### config.mk
export PLATFORM = sky130hd
export DESIGN_NAME = stopwatch_time_counter
export DESIGN_NICKNAME = d
export VERILOG_FILES = /design/src/rtl/stopwatch_pkg.sv /design/src/rtl/bcd_digit_inc.sv /design/src/rtl/stopwatch_time_counter.sv
export SDC_FILE = /design/constraint.sdc
export NUM_CORES = 1
export LEC_CHECK = 0
export ABC_AREA = 1
export CAP_MARGIN = 5
export CELL_PAD_IN_SITES_DETAIL_PLACEMENT = 0
export CELL_PAD_IN_SITES_GLOBAL_PLACEMENT = 2
export CORE_MARGIN = 1.5
export CORE_UTILIZATION = 33
export DETAILED_ROUTE_END_ITERATION = 6
export GPL_TIMING_DRIVEN = 1
export PLACE_DENSITY_LB_ADDON = 0.1
export SLEW_MARGIN = 20
export SYNTH_ARGS = -nofsm -noshare
export SYNTH_HDL_FRONTEND = slang
export SYNTH_SLANG_ARGS = --single-unit
export TNS_END_PERCENT = 5
### constraint.sdc
create_clock -name clk -period 17.9 [get_ports clk]
set_input_delay 3.58 -clock clk [delete_from_list [all_inputs] [get_ports clk]]
set_output_delay 3.58 -clock clk [all_outputs]
set_load 0.01 [all_outputs]
### src/rtl/stopwatch_pkg.sv
// Shared types and digit limits for the MM:SS.CC stopwatch timebase.
package stopwatch_pkg;

    typedef enum logic [1:0] {IDLE, RUN, PAUSE} sw_state_t;

    typedef logic [3:0] bcd_t;

    localparam bcd_t DIGIT9 = 4'd9;
    localparam bcd_t DIGIT5 = 4'd5;

endpackage

### src/rtl/bcd_digit_inc.sv
// One BCD digit of the stopwatch: adds carry-in through a 4-bit full-adder ripple,
// wraps past 'lim' with carry-out, and scrubs any out-of-range digit to 0.
module bcd_digit_inc
    import stopwatch_pkg::*;
(
    input  bcd_t d,
    input  logic cin,
    input  bcd_t lim,
    output bcd_t q,
    output logic cout
);

    logic [4:0] c;
    logic [3:0] s;
    logic [3:0] b_op;
    logic       illegal;
    logic       wrap;

    assign b_op = 4'b0000;
    assign c[0] = cin;

    generate
        for (genvar gi = 0; gi < 4; gi++) begin : g_fa
            assign s[gi]     = d[gi] ^ b_op[gi] ^ c[gi];
            assign c[gi + 1] = (d[gi] & b_op[gi]) | (c[gi] & (d[gi] ^ b_op[gi]));
        end
    endgenerate

    assign illegal = (d > lim);
    assign wrap    = ({c[4], s} > {1'b0, lim});

    // An illegal digit is cleared without producing a carry.
    always_comb begin
        q    = s;
        cout = 1'b0;
        if (illegal) begin
            q = 4'd0;
        end else if (wrap) begin
            q    = 4'd0;
            cout = 1'b1;
        end
    end

endmodule

### src/rtl/stopwatch_time_counter.sv
// Stopwatch timebase: IDLE/RUN/PAUSE control and a six-digit BCD MM:SS.CC count on a 100 Hz tick.
// Optional lap display freeze is built when LAP_HOLD_EN is defined.
module stopwatch_time_counter
    import stopwatch_pkg::*;
#(
    parameter int MIN_TENS_MAX = 5
) (
    input  logic        clk,
    input  logic        rst_n,
    input  logic        tick,
    input  logic        start_stop,
    input  logic        clear,
    input  logic        lap,
    output logic [23:0] digits,
    output logic        running,
    output logic        overflow
);

    sw_state_t   state_q, state_d;
    logic [23:0] cnt_q, cnt_d;
    logic        running_q, running_d;
    logic        overflow_q, overflow_d;
    logic [23:0] inc_cnt;
    logic [6:0]  carry;

    // Digit 0 is centiseconds-ones, digit 5 is minutes-tens.
    assign carry[0] = 1'b1;

    generate
        for (genvar gi = 0; gi < 6; gi++) begin : g_digit
            localparam bcd_t LIM = (gi == 3) ? DIGIT5 :
                                   (gi == 5) ? bcd_t'(MIN_TENS_MAX) : DIGIT9;
            bcd_digit_inc u_digit (
                .d    (cnt_q[gi*4 +: 4]),
                .cin  (carry[gi]),
                .lim  (LIM),
                .q    (inc_cnt[gi*4 +: 4]),
                .cout (carry[gi + 1])
            );
        end
    endgenerate

`ifdef LAP_HOLD_EN
    logic        hold_q, hold_d;
    logic [23:0] snap_q, snap_d;
`else
    logic unused_lap;
    assign unused_lap = lap;
`endif

    always_comb begin
        state_d    = state_q;
        cnt_d      = cnt_q;
        overflow_d = 1'b0;
`ifdef LAP_HOLD_EN
        hold_d     = hold_q;
        snap_d     = snap_q;
`endif
        case (state_q)
            IDLE: begin
                if (start_stop) state_d = RUN;
            end
            RUN: begin
                // A full carry chain leaves every digit at 0, which is the wrap value.
                if (tick) begin
                    cnt_d      = inc_cnt;
                    overflow_d = carry[6];
                end
`ifdef LAP_HOLD_EN
                if (lap) begin
                    hold_d = !hold_q;
                    if (!hold_q) snap_d = cnt_q;
                end
`endif
                if (start_stop) begin
                    state_d = PAUSE;
`ifdef LAP_HOLD_EN
                    hold_d  = 1'b0;
`endif
                end
            end
            PAUSE: begin
                if (clear) begin
                    state_d = IDLE;
                    cnt_d   = '0;
`ifdef LAP_HOLD_EN
                    hold_d  = 1'b0;
`endif
                end else if (start_stop) begin
                    state_d = RUN;
                end
            end
            default: state_d = IDLE;
        endcase
        running_d = (state_d == RUN);
    end

    always_ff @(posedge clk or negedge rst_n) begin
        if (!rst_n) begin
            state_q    <= IDLE;
            cnt_q      <= '0;
            running_q  <= 1'b0;
            overflow_q <= 1'b0;
`ifdef LAP_HOLD_EN
            hold_q     <= 1'b0;
            snap_q     <= '0;
`endif
        end else begin
            state_q    <= state_d;
            cnt_q      <= cnt_d;
            running_q  <= running_d;
            overflow_q <= overflow_d;
`ifdef LAP_HOLD_EN
            hold_q     <= hold_d;
            snap_q     <= snap_d;
`endif
        end
    end

`ifdef LAP_HOLD_EN
    assign digits = hold_q ? snap_q : cnt_q;
`else
    assign digits = cnt_q;
`endif
    assign running  = running_q;
    assign overflow = overflow_q;

endmodule

# Yosys cells after proc, flatten, opt, wreduce, memory -nomap -nowiden
# Cells that the tools add are included.
[totals]
register_bits = 28
input_bits = 6
output_inout_bits = 26
[op_classes]
n_lt_le_gt_ge = 12
n_eq_ne = 5
mux = 33
n_bitwise = 47
reduce_logical = 3
[op_table]
columns = ["cell", "n"]
rows = [
  ["$mux W24", 2],
  ["$mux W4", 12],
  ["$pmux W24 S2", 1],
  ["$and A1 B1 Y1", 23],
  ["$xor A1 B1 Y1", 23],
  ["$gt A5 B4 Y1 const B", 4],
  ["$gt A4 B4 Y1 const B", 4],
  ["$mux W1", 14],
  ["$gt A5 B3 Y1 const B", 2],
  ["$gt A4 B3 Y1 const B", 2],
  ["$mux W2", 3],
  ["$pmux W2 S3", 1],
  ["$eq A2 B1 Y1 const B", 2],
  ["$ne A2 B2 Y1 const B", 2],
  ["$reduce_and A3 Y1", 1],
  ["$eq A2 B2 Y1 const B", 1],
  ["$logic_not A2 Y1", 1],
  ["$reduce_bool A2 Y1", 1],
  ["$not A1 Y1", 1],
]

# Depth between registers and ports, before layout
# Gate-level depths: netlist of run 1.
[depth]
depth_word = 43
depth_mapped = 47
depth_no_buf = 47

# By module
# Synthesis of run 1 repeated with hierarchy kept, for this count alone.
[hier_totals]
hier_cells = 443
hier_area_um2 = 3089.2
[by_module_without_submodules]
columns = ["module", "instances", "cells_each", "area_each_um2", "seq_area_each_um2"]
rows = [
  ["bcd_digit_inc", 6, 53, 325.3, 0.0],
  ["stopwatch_time_counter", 1, 125, 1137.3, 700.7],
]

# Worst setup path before layout of run 1
# OpenSTA, ideal clock, no wires.
[synth_path]
kind = "register -> register"
from = "register cnt_q[0], in the netlist digits[0]"
to = "register cnt_q[20], in the netlist digits[20]"
arrival_ns = 6.684
required_ns = 17.783
path_slack_ns = 11.099
path_stages_with_launch = 47
path_cell_list = "dfrtp_1 ha_1 ha_1 ha_1 o21ai_0 nand3_1 nand2_1 nor2_1 ha_1 ha_1 ha_1 ha_1 o21ai_0 a21oi_1 ha_1 ha_1 ha_1 ha_1 [... 11 more ...] nand2_1 nor2_1 ha_1 ha_1 ha_1 ha_1 o21ai_0 a21oi_1 ha_1 ha_1 ha_1 inv_1 ha_1 nand2_1 o21ai_0 nand2_1 nand2_1 nand2_1"
[synth_via]
elab_chain_cells = 43
word_cells_on_any_way = 68
classes_between = "7 x order compare; 14 x mux; 47 x bitwise"
[synth_lines]
columns = ["item", "line", "text"]
rows = [
  ["start: declaration", "stopwatch_time_counter.sv:20", "logic [23:0] cnt_q, cnt_d;"],
  ["start signal: assignment", "stopwatch_time_counter.sv:110", "cnt_q <= cnt_d;"],
  ["$and A1 B1 Y1 (2 in a row)", "bcd_digit_inc.sv:25", "assign c[gi + 1] = (d[gi] & b_op[gi]) | (c[gi] & (d[gi] ^ b_op[gi]));"],
  ["$xor A1 B1 Y1 or $and A1 B1 Y1 (tied branches)", "bcd_digit_inc.sv:24, bcd_digit_inc.sv:25", ""],
  ["$gt A5 B4 Y1", "bcd_digit_inc.sv:30", "assign wrap = ({c[4], s} > {1'b0, lim});"],
  ["$mux W1", "bcd_digit_inc.sv:38", "end else if (wrap) begin"],
  ["$mux W1 (*)", "bcd_digit_inc.sv:36", "if (illegal) begin"],
  ["$and A1 B1 Y1 (3 in a row)", "bcd_digit_inc.sv:25", ""],
  ["$xor A1 B1 Y1 or $and A1 B1 Y1 (tied branches)", "bcd_digit_inc.sv:24, bcd_digit_inc.sv:25", ""],
  ["$gt A5 B4 Y1 (*)", "bcd_digit_inc.sv:30", ""],
  ["[... 22 more ...]", "-", ""],
  ["$mux W1 (*)", "bcd_digit_inc.sv:36", ""],
  ["$and A1 B1 Y1 (3 in a row)", "bcd_digit_inc.sv:25", ""],
  ["$xor A1 B1 Y1 or $and A1 B1 Y1 (tied branches)", "bcd_digit_inc.sv:24, bcd_digit_inc.sv:25", ""],
  ["$gt A5 B3 Y1", "bcd_digit_inc.sv:30", ""],
  ["$mux W4 (*)", "bcd_digit_inc.sv:38", ""],
  ["$mux W4 (*)", "bcd_digit_inc.sv:36", ""],
  ["$mux W24 (*)", "stopwatch_time_counter.sv:65", "if (tick) begin"],
  ["$pmux W24 S2 (*)", "stopwatch_time_counter.sv:59", "case (state_q)"],
]
# Mark *: on every way between the ends. The rest lies on a longest branch, timed or not. The select of a mux whose other input is x is not followed.
# A chain may end at the register's enable or synchronous reset.

# Worst setup path in the final report of run 1
[layout_path]
from = "register cnt_q[0], in the netlist digits[0]"
to = "register cnt_q[23], in the netlist digits[23]"
# Same word-level chain as after synthesis.

==> out/qor.txt, run 1 <==
reg-to-reg critical path startpoint - digits[0]
Most used DFF post-synth - dfrtp_1
largest cells by area after synthesis - dfrtp_1 (36%), ha_1 (19%), nand2_1 (15%)
flop2flop setup slack - 10.44 ns
post-DP HPWL - 3129 µm
Overall Global Routing Usage - 0.1476
DIE AREA - 0.006362 mm²
Wirelength per Cell - 11.63 µm
Top Usage Layer GRT - met2
clk_lat worst skew - 0.28 ns
GRT met1 Usage - 0.2090
synth cell count leaders - nand2_1 (77), inv_1 (37), nor2_1 (37)
Least-Margin Pin Slew - 0.4633 ns
Core Rows - 27
vias - 1,632
# IOs - 32
Final Power - 201.7 µW
# clock sinks - 28
largest net degree at the start of global routing - 29
chip width - 79.76 µm
Fin Hold WS - 0.5215 ns
CP endpoint kind - flop
EDFF count, synth - 0
DR iter-0 viols - 26
Period minus WS final - 7.463 ns
crit-path leading delay family - adder cells
GRT Residual Overflow - 0
final hold vios - 0
sequential-to-total area share from yosys stat - 0.3604
met3 Use GR - 0.01943
peak supply drop - 36.62 µV
post-route ant nets - 0
Setup TNS Final - 0 ns
crit-path max FO - 5
Hold-fix buffers, CTS - 0
max frequency - 0.1340 GHz
CP max-delay cell - dfrtp_1
TritonCTS clock tree - done
Worst EP required - 18.08 ns
maximum root-to-sink buffer count - 2
M2 GR Usage - 0.2347
RSZ-0062 raised after global routing - false
Resize count post-CTS - 0
top-count cell post-synth - nand2_1
total CTS buffers - 3
die height - 79.76 µm
Hold Path Stages - 2
RR Endpoint - digits[23]
WHS Endpoint - digits[4]
Worst slew margin - 0.6907
port bufs - 30
YS warnings - 0
Setup CP Type - reg -> reg
Power Density - 85.32 mW/mm²
net count after synthesis - 295
Crit path buffers/inverters - 5
total routed wirelength - 4221 µm
Layout Nets - 328
layout cells sized above 1 - 0.04467
Worst Setup Start Kind - flop
CP most frequent cell - ha_1
drt first pass iters - 4
worst hold path class - reg -> reg
global-route wire length before repair - 7355 µm
leakage - 1.271 nW
Yosys top cell area share - 0.3604
Root Driver - clkbuf_8
Clock transition at path regs - 0.10 ns
hold_sp - digits[4]
skew final - 0.009771 ns
H-tree levels - 1
critical path arrival - 7.65 ns
Placeable Area - 0.005608 mm²
initial antenna violation count - 0
max cap viols - 0
DRC violations left - 0
status - finished, final reports clean
vias per inst - 4.496
setup repair bufs after CTS - 0
routability cong. - 0.8096
Mapped Cells - 259
synth unique cells - 19
area delta synth->final - 21.56%
worst reg-to-reg path cell count - 46
Post-Syn Area - 0.001944 mm²
Yosys reg bits - 28
asr flop ratio synth - 1.000
post-synth top area cell - dfrtp_1
number of global-route vias before repair - 1,587
initial cell density of the core - 0.3467
Setup violations, final - 0
final core utilization - 0.4215
# diodes - 0
crit path from - digits[0]
Final Max Slew Viols - 0
fillers - 624
Max stage delay on crit path - 0.44 ns
Avg Cell Area, Syn - 7.507 µm²
period utilisation layout - 0.4169
cells in the final DEF, fill, tap and decap left out:
| cell type | synthesis | routed |
|---|---|---|
| nor3_1 | 1 | 1 |
| ha_1 | 30 | 30 |
| inv_2 | 3 | 3 |
| o21ai_0 | 7 | 7 |
| inv_1 | 37 | 37 |
| buf_4 | 0 | 1 |
| nand4_1 | 7 | 7 |
| nor2_2 | 2 | 2 |
| a21oi_1 | 2 | 2 |
| clkdlybuf4s50_1 | 0 | 30 |
| nor2_1 | 37 | 37 |
| clkbuf_8 | 0 | 4 |
| dfrtp_1 | 28 | 28 |
| o21a_1 | 3 | 3 |
| and3_1 | 2 | 2 |
| nand2_2 | 2 | 2 |
| nand2_1 | 77 | 77 |
| o21bai_1 | 1 | 1 |
| nand3_1 | 15 | 15 |
| nand2_4 | 1 | 1 |
| o32ai_1 | 1 | 1 |
sequential cells by signal, summed over array words and instances, names as in the netlist:
signal	count
digits	24
state_q	2
overflow	1
running	1
through the flow:
step / setup slack [ns] / instance area [µm²] / std cells
after floorplan: 11.10 / 1944 / 259
after global placement: 10.32 / 2308 / 359
after detailed placement: 10.41 / 2308 / 359
after CTS: 10.36 / 2364 / 363
after global routing: 9.672 / 2364 / 363
final: 10.44 / 2364 / 363
worst reg2reg max path: cells and delay by family, from the launching register on:
family | cells | cell delay [ns]
compound gates | 7 | 0.91
flops | 1 | 0.44
fa+ha+maj | 23 | 4.66
buf+inv | 5 | 0.34
simple gates | 11 | 1.06
kinds of logic (layout without fill, tap and decap cells):
family / after synthesis / count (layout) / synth area share
AND/OR/NAND/NOR: 144 / 144 / 0.3089
buffers and inverters: 43 / 75 / 0.09459
adder cells (fa/ha/maj): 30 / 30 / 0.1931
flip-flops: 28 / 28 / 0.3604
AO/OA/AOI/OAI: 14 / 14 / 0.04311
layer usage:
layer	up-vias	wire length (µm)	part of all wire
li1	880	-	-
met1	718	2231	0.53
met2	29	1788	0.42
met3	5	149	0.035
met4	0	51	0.012
met5	-	0	0
cell type report:
cell class / count / area [µm²] / area share
timing repair buffer: 31 / 307.8 / 0.1302
sequential: 28 / 700.7 / 0.2965
inverter: 40 / 150.1 / 0.06353
multi-input combinational: 188 / 1060 / 0.4484
tap: 72 / 90.09 / 0.03812
clock buffer: 4 / 55.05 / 0.02329
how the worst max path moves through the flow:
stage,to,cells past startpoint
6_report,digits[23],46
5_1_grt,digits[23],46
4_1_cts,digits[23],46
3_5_place_dp,digits[23],46
3_3_place_gp,digits[22],46
2_1_floorplan,digits[20],46
where the power goes:
part	internal (mW)	switching (mW)
clock	0.0197	0.0210
sequential	0.0714	0.00880
combinational	0.0309	0.0498
Note: power is estimated with default switching activity, not from simulation.
==> run 2, diff against run 1 <==
CORE_UTILIZATION = 30   (was 33)
clock period = 7.8 ns   (was 17.9 ns; I/O delays follow)
==> run 2 against run 1 <==
Compared with the run above: maximum frequency rose by 3.2%; flip-flop and latch count did not move; via count rose by 3.1%; cell area rose by 1.9%; largest power group unchanged; critical endpoint is now digits[20]; combinational power rose by 140%; first-iteration DRC count fell by 12%.
==> out/qor.txt, run 2 (synthesis gave the netlist of run 1 again) <==
flop2flop setup slack - 0.57 ns
port bufs - 30
DIE AREA - 0.006973 mm²
Setup TNS Final - 0 ns
vias - 1,683
DR iter-0 viols - 23
Worst Setup Start Kind - flop
Worst slew margin - 0.6829
TritonCTS clock tree - done
post-DP HPWL - 3288 µm
CP max-delay cell - dfrtp_2
crit-path max FO - 5
Crit path buffers/inverters - 6
GRT Residual Overflow - 0
reg-to-reg critical path startpoint - digits[0]
Least-Margin Pin Slew - 0.4749 ns
drt first pass iters - 4
peak supply drop - 106.7 µV
Root Driver - clkbuf_8
# clock sinks - 28
worst hold path class - reg -> reg
total routed wirelength - 4576 µm
post-route ant nets - 0
max frequency - 0.1382 GHz
max reg flops - 24
Clock transition at path regs - 0.12 ns
Setup CP Type - reg -> reg
Hold-fix buffers, CTS - 0
largest net degree at the start of global routing - 29
Wirelength per Cell - 12.40 µm
initial antenna violation count - 0
H-tree levels - 1
crit-path leading delay family - adder cells
commonest non-fill, non-tap cell in the layout - nand2_1
hold_sp - digits[12]
area delta synth->final - 23.81%
Core Rows - 29
Power Density - 200.4 mW/mm²
period utilisation layout - 0.9275
Final Power - 482.4 µW
routability cong. - 0.7532
chip width - 83.51 µm
status - finished, final reports clean
Placeable Area - 0.006314 mm²
final hold vios - 0
global-route wire length before repair - 7721 µm
CP endpoint kind - flop
total CTS buffers - 3
vias per inst - 4.561
number of global-route vias before repair - 1,628
DRC violations left - 0
critical path arrival - 7.47 ns
CP most frequent cell - ha_1
clk_lat worst skew - 0.30 ns
max cap viols - 0
skew final - 0.01397 ns
Period minus WS final - 7.234 ns
crit path from - digits[0]
Post-Layout Cell Count - 369
Post-Place Cells - 364
initial cell density of the core - 0.3080
leakage - 1.273 nW
Worst EP required - 8.03 ns
Setup violations, final - 0
Overall Global Routing Usage - 0.1376
die height - 83.51 µm
Max stage delay on crit path - 0.46 ns
fillers - 686
maximum root-to-sink buffer count - 2
# diodes - 0
Layout Nets - 329
most frequent cells in the layout - nand2_1 (74), inv_1 (37), nor2_1 (35)
layout cells sized above 1 - 0.07534
Final Max Slew Viols - 0
# IOs - 32
==> run 2: what timing repair did <==
action	CTS	global route
gates resized for setup	0	10
buffers inserted	0	1
endpoints found under the setup margin	0	5
==> run 2: worst paths after layout <==
kind	to	cells after the start
min	digits[12]	2
min in group asynchronous	state_q[0]	2
max reg2reg	digits[20]	46
min reg2reg	digits[12]	2
max in group asynchronous	digits[0]	2
max	digits[20]	46
==> run 2: area by class of cell <==
type	count	area (µm²)	area share
sequential	28	701.9	0.2916
tap	77	96.34	0.04002
multi-input combinational	188	1089	0.4522
clock buffer	4	55.05	0.02287
timing repair buffer	32	315.3	0.1310
inverter	40	150.1	0.06237
==> run 2: metrics by stage <==
stage	cell area (µm²)	util	hold WS [ns]	worst slack, ns
finish	2407	0.3813	0.5305	0.5657
global route	2407	0.3813	0.5787	-0.01318
CTS	2370	0.3753	0.5377	0.1360
detailed placement	2315	0.3666	0.5118	0.1941
global placement	2315	0.3666	0.5013	0.2233
floorplan	1944	-	0.5347	0.9991
==> run 2: worst reg2reg max path, delay by kind of cell, from the launching register on <==
family                   cells  cell delay, ns
AO/OA/AOI/OAI                6            0.65
flip-flops                   1            0.46
adder cells (fa/ha/maj)     23            4.66
AND/OR/NAND/NOR             11            0.97
buffers and inverters        6            0.41
==> run 2: layer usage <==
metal  share of wire  vias to the layer above  routed length (µm)  global-route usage
met4          0.0076                        0                  35             0.03577
li1                -                      882                   -                   -
met1            0.51                      775                2352              0.1926
met5               0                        -                   0                   0
met2            0.45                       22                2074              0.2254
met3           0.025                        4                 114             0.01780
==> run 2: power by group <==
part           switching [mW]  internal (mW)
Combinational           0.121         0.0752
Clock                  0.0555         0.0455
Sequential             0.0214          0.164
Total                   0.197          0.285
==> run 3, diff against run 2 <==
SETUP_SLACK_MARGIN = 0.1   (was default)
==> run 3 against run 2 <==
Compared with the run above: clock-buffer cell count unchanged; worst setup slack better by 0.058 ns; flip-flop and latch count unchanged; register-to-register slack better by 0.06 ns; critical path type unchanged.
==> out/qor.txt, run 3 (synthesis gave the netlist of run 1 again) <==
WHS Endpoint - digits[12]
status - finished, final reports clean
RR Endpoint - digits[20]
largest net degree at the start of global routing - 29
Post-Layout Cell Count - 370
Post-Place Cells - 364
Worst EP required - 8.03 ns
layout cells sized above 1 - 0.08191
initial antenna violation count - 0
initial cell density of the core - 0.3080
total routed wirelength - 4599 µm
GRT Residual Overflow - 0
skew final - 0.01336 ns
Setup TNS Final - 0 ns
Overall Global Routing Usage - 0.1376
final core utilization - 0.3831
Worst Setup Start Kind - flop
routability cong. - 0.7532
Worst slew margin - 0.6847
vias - 1,682
final hold vios - 0
most frequent cells in the layout - nand2_1 (74), inv_1 (37), nor2_1 (35)
CP max-delay cell - dfrtp_2
reg-to-reg critical path startpoint - digits[0]
Final Power - 486.6 µW
Final Max Slew Viols - 0
max frequency - 0.1394 GHz
vias per inst - 4.546
Wirelength per Cell - 12.43 µm
CP endpoint kind - flop
Post-DP Area - 0.002315 mm²
area delta synth->final - 24.39%
number of global-route vias before repair - 1,628
die height - 83.51 µm
post-DP HPWL - 3288 µm
chip width - 83.51 µm
CP most frequent cell - ha_1
total CTS buffers - 3
H-tree levels - 1
critical path arrival - 7.41 ns
Placeable Area - 0.006314 mm²
fillers - 687
DIE AREA - 0.006973 mm²
crit-path max FO - 5
worst hold path class - reg -> reg
Root Driver - clkbuf_8
area occupied by multi-input gates - 0.001092 mm²
final instance area - 0.002419 mm²
Hold Path Stages - 2
Power Density - 201.2 mW/mm²
leakage - 1.276 nW
Least-Margin Pin Slew - 0.4722 ns
Setup CP Type - reg -> reg
Max stage delay on crit path - 0.46 ns
Register Area - 701.9 µm²
commonest non-fill, non-tap cell in the layout - nand2_1
Layout Nets - 330
TritonCTS clock tree - done
# diodes - 0
drt first pass iters - 4
max reg flops - 24
Period minus WS final - 7.176 ns
DRC violations left - 0
Core Rows - 29
worst reg-to-reg path cell count - 46
peak supply drop - 107.4 µV
clk_lat worst skew - 0.30 ns
RSZ-0062 raised after global routing - false
period utilisation layout - 0.9200
port bufs - 30
max cap viols - 0
hold_sp - digits[12]
Setup violations, final - 0
flop2flop setup slack - 0.62 ns
maximum root-to-sink buffer count - 2
DR iter-0 viols - 25
Clock transition at path regs - 0.12 ns
# IOs - 32
post-route ant nets - 0
global-route wire length before repair - 7721 µm
# clock sinks - 28
[run 3: cell count changes in the layout (fill, tap and decap cells not counted)]
cell / delta
o21ai_0: -1
buf_4: +1
o21ai_2: +1
[run 3: worst max path at each step]
stage,start,end,slack (ns),cells after the start
6_report,digits[0],digits[20],0.62,46
5_1_grt,digits[0],digits[23],0.11,46
4_1_cts,digits[0],digits[20],0.14,46
3_5_place_dp,digits[0],digits[20],0.19,46
3_3_place_gp,digits[0],digits[20],0.22,46
2_1_floorplan,digits[0],digits[20],1.0,46
[run 3: timing repair]
action                     in CTS  in global routing
resized for setup               0                 12
buffers inserted                0                  2
setup endpoints to repair       0                  5
hold buffers                    0                  0
[run 3: layer usage]
| layer | wire length, µm | vias up | GRT usage | share of wire |
|---|---|---|---|---|
| met1 | 2374 | 771 | 0.1926 | 0.52 |
| met2 | 2056 | 23 | 0.2254 | 0.45 |
| met5 | 0 | - | 0 | 0 |
| li1 | - | 883 | - | - |
| met4 | 49 | 0 | 0.03577 | 0.011 |
| met3 | 118 | 5 | 0.01780 | 0.026 |
[run 3: report_power, final]
group	switching (mW)	internal, mW	total [mW]
registers	0.0214	0.164	0.186
clock network	0.0550	0.0455	0.100
logic	0.122	0.0789	0.200
total	0.198	0.289	0.487
[run 3: metrics by stage]
step	hold WS (ns)	setup WS [ns]
detailed placement	0.5118	0.1941
global placement	0.5013	0.2233
CTS	0.5377	0.1360
global route	0.5787	0.1102
floorplan	0.5347	0.9991
finish	0.5304	0.6241
[run 3: critical path: cells and delay by family (launching register included)]
kind            cells  cell delay, ns
compound gates      6            0.59
fa+ha+maj          23            4.67
buf+inv             6            0.41
flops               1            0.46
simple gates       11            0.97
[run 3: layout make-up]
cell class / count / area share
clock buffer: 4 / 0.02276
inverter: 40 / 0.06208
multi-input combinational: 188 / 0.4516
sequential: 28 / 0.2902
tap: 77 / 0.03983
timing repair buffer: 33 / 0.1335
==> RTL edit: new RTL, flow settings as in run 3 <==
Encoding of `sw_state_t`: now one-hot (3 bits for 3 states).
--- a/src/rtl/stopwatch_pkg.sv
+++ b/src/rtl/stopwatch_pkg.sv
@@ -1,7 +1,7 @@
 // Shared types and digit limits for the MM:SS.CC stopwatch timebase.
 package stopwatch_pkg;
 
-    typedef enum logic [1:0] {IDLE, RUN, PAUSE} sw_state_t;
+    typedef enum logic [2:0] {IDLE = 3'b001, RUN = 3'b010, PAUSE = 3'b100} sw_state_t;
 
     typedef logic [3:0] bcd_t;
 
Function: same outputs for any inputs over 10 cycles, from zero or initial values and one cycle with rst_n low; not proved beyond that.
==> RTL edit against run 3 <==
- cell area rose by 3.9%
- area after synthesis rose by 2.1%
- sequential cell count rose by 1
- setup slack improved by 0.032 ns
- wire length fell by 1.1%
- via count fell by 0.54%
- core utilization rose by 1.0 points
- non-clock buffer count rose by 3
- global-route usage rose by 0.10 points
- power rose by 8.4%
==> RTL edit: results (changes against run 3) <==
timing:
  skew_ns: 0.00472  # -0.00864 ns
  maxSlewHeadroom: 0.735  # +0.0499
placed_design:
  gp_congestion: 0.756  # +0.41%
  placed_cells: 361  # -0.82%
  dp_hpwl_mm: 3.13  # -4.8%
logic_synthesis:
  yosysSeqAreaShare: 0.366  # +0.00574
  synthMuxAreaShare: 0.00504  # +0.00504
  ys_top_cells_by_count: "58 x nand2_1, 35 x nor2_1, 34 x inv_1"
  avgSynthCellArea_um2: 7.82  # +4.1%
  synth.distinct_cells: 22  # +3
  syn_nets: 290  # -1.7%
  synthAdderAreaFrac: 0.189  # -0.00401
  synth-compound-area-share: 0.0542  # +0.0111
  ys_top_cells_by_area: "dfrtp_1 35%, ha_1 19%, nand2_1 11%, nand3_1 7.8%, nor2_1 6.6%"
routing:
  drtIter0Drc: 78  # +210%
  vias: 1673  # -0.54%
  wl_per_cell_um: 12.3  # -1.4%
  firstDrtPassIters: 5  # +1
final_layout:
  largest_register_ffs: 24  # unchanged
  drive_above_1_share: 0.112  # +0.0303
  layout.cells.non_filler: 371  # +0.27%
  layout.nets: 329  # -0.30%
run_status:
  status: "completed"
critical_path:
  cp-startpoint: "digits[1]"
  crit_arrival_ns: 7.36  # -0.05 ns
  crit_path_max_incr_delay_ns: 0.40  # -0.06 ns
  cp_slowest_cell: "dfrtp_1"
global_routing:
  grt_pass1_vias: 1643  # +0.92%
  grt_pass1_wl_mm: 7.84  # +1.5%
hold_path:
  hold_start: "digits[8]"
clocking:
  cts_made_buffers: 5  # +2
  htreeDepth: 2  # +1
  clkSlewWorstSetupHoldPaths_ns: 0.06  # -0.06 ns
  clk_latency_ns: 0.28  # -0.02 ns
power:
  p_leak_nw: 1.31  # +3.1%
  irDropWorstVdd_uv: 102  # -4.8%
RTL edit: cell count changes after synthesis, sizes merged, moves of 2 or more:
cell,before,now
a21oi,2,6
and3,2,0
nand2,80,60
nand3,15,33
nand4,7,1
nor2,39,36
RTL edit: final timing paths:
check / slack (ns) / to / depth (start not counted)
hold / removal: 0.52 / digits[8] / 2
max in group asynchronous: 5.81 / state_q[0] / 2
hold reg to reg: 0.52 / digits[8] / 2
min in group asynchronous: 1.68 / digits[13] / 2
setup reg to reg: 0.66 / digits[21] / 43
setup / recovery: 0.66 / digits[21] / 43
RTL edit: metrics by stage:
step	setup WS, ns	area (um^2)	total power [mW]	utilization
floorplan	0.731	1990	0.329	-
global placement	0.378	2370	0.402	0.371
detailed placement	0.363	2370	0.400	0.371
CTS	0.338	2450	0.526	0.383
global route	0.120	2510	0.582	0.393
finish	0.656	2510	0.527	0.393
RTL edit: metal layers:
metal  up-vias  track usage  part of all wire
met4         0       0.0484             0.015
met3         7       0.0324             0.030
met5         -            0                 0
met1       752        0.191              0.53
met2        27        0.215              0.43
li1        887            -                 -
RTL edit: power breakdown:
part	internal (mW)	switching, mW
logic	0.0913	0.121
clock network	0.0633	0.0567
registers	0.175	0.0195
RTL edit: final cells by class:
cell class / instances / area (um^2) / area share
Multi-Input combinational cell: 181 / 1110 / 0.442
Clock buffer: 8 / 80.1 / 0.0319
Sequential cell: 29 / 727 / 0.289
Timing Repair Buffer: 36 / 345 / 0.137
Inverter: 40 / 153 / 0.0608
Tap cell: 77 / 96.3 / 0.0383
RTL edit: worst max-delay path: cells and delay by family (launching register included):
kind                       cells  cell delay (ns)
and+or+nand+nor                9             0.85
AOI/OAI and AO/OA              8             0.96
buffers and inverters          3             0.19
DFF                            1             0.40
adders and majority gates     23             4.68
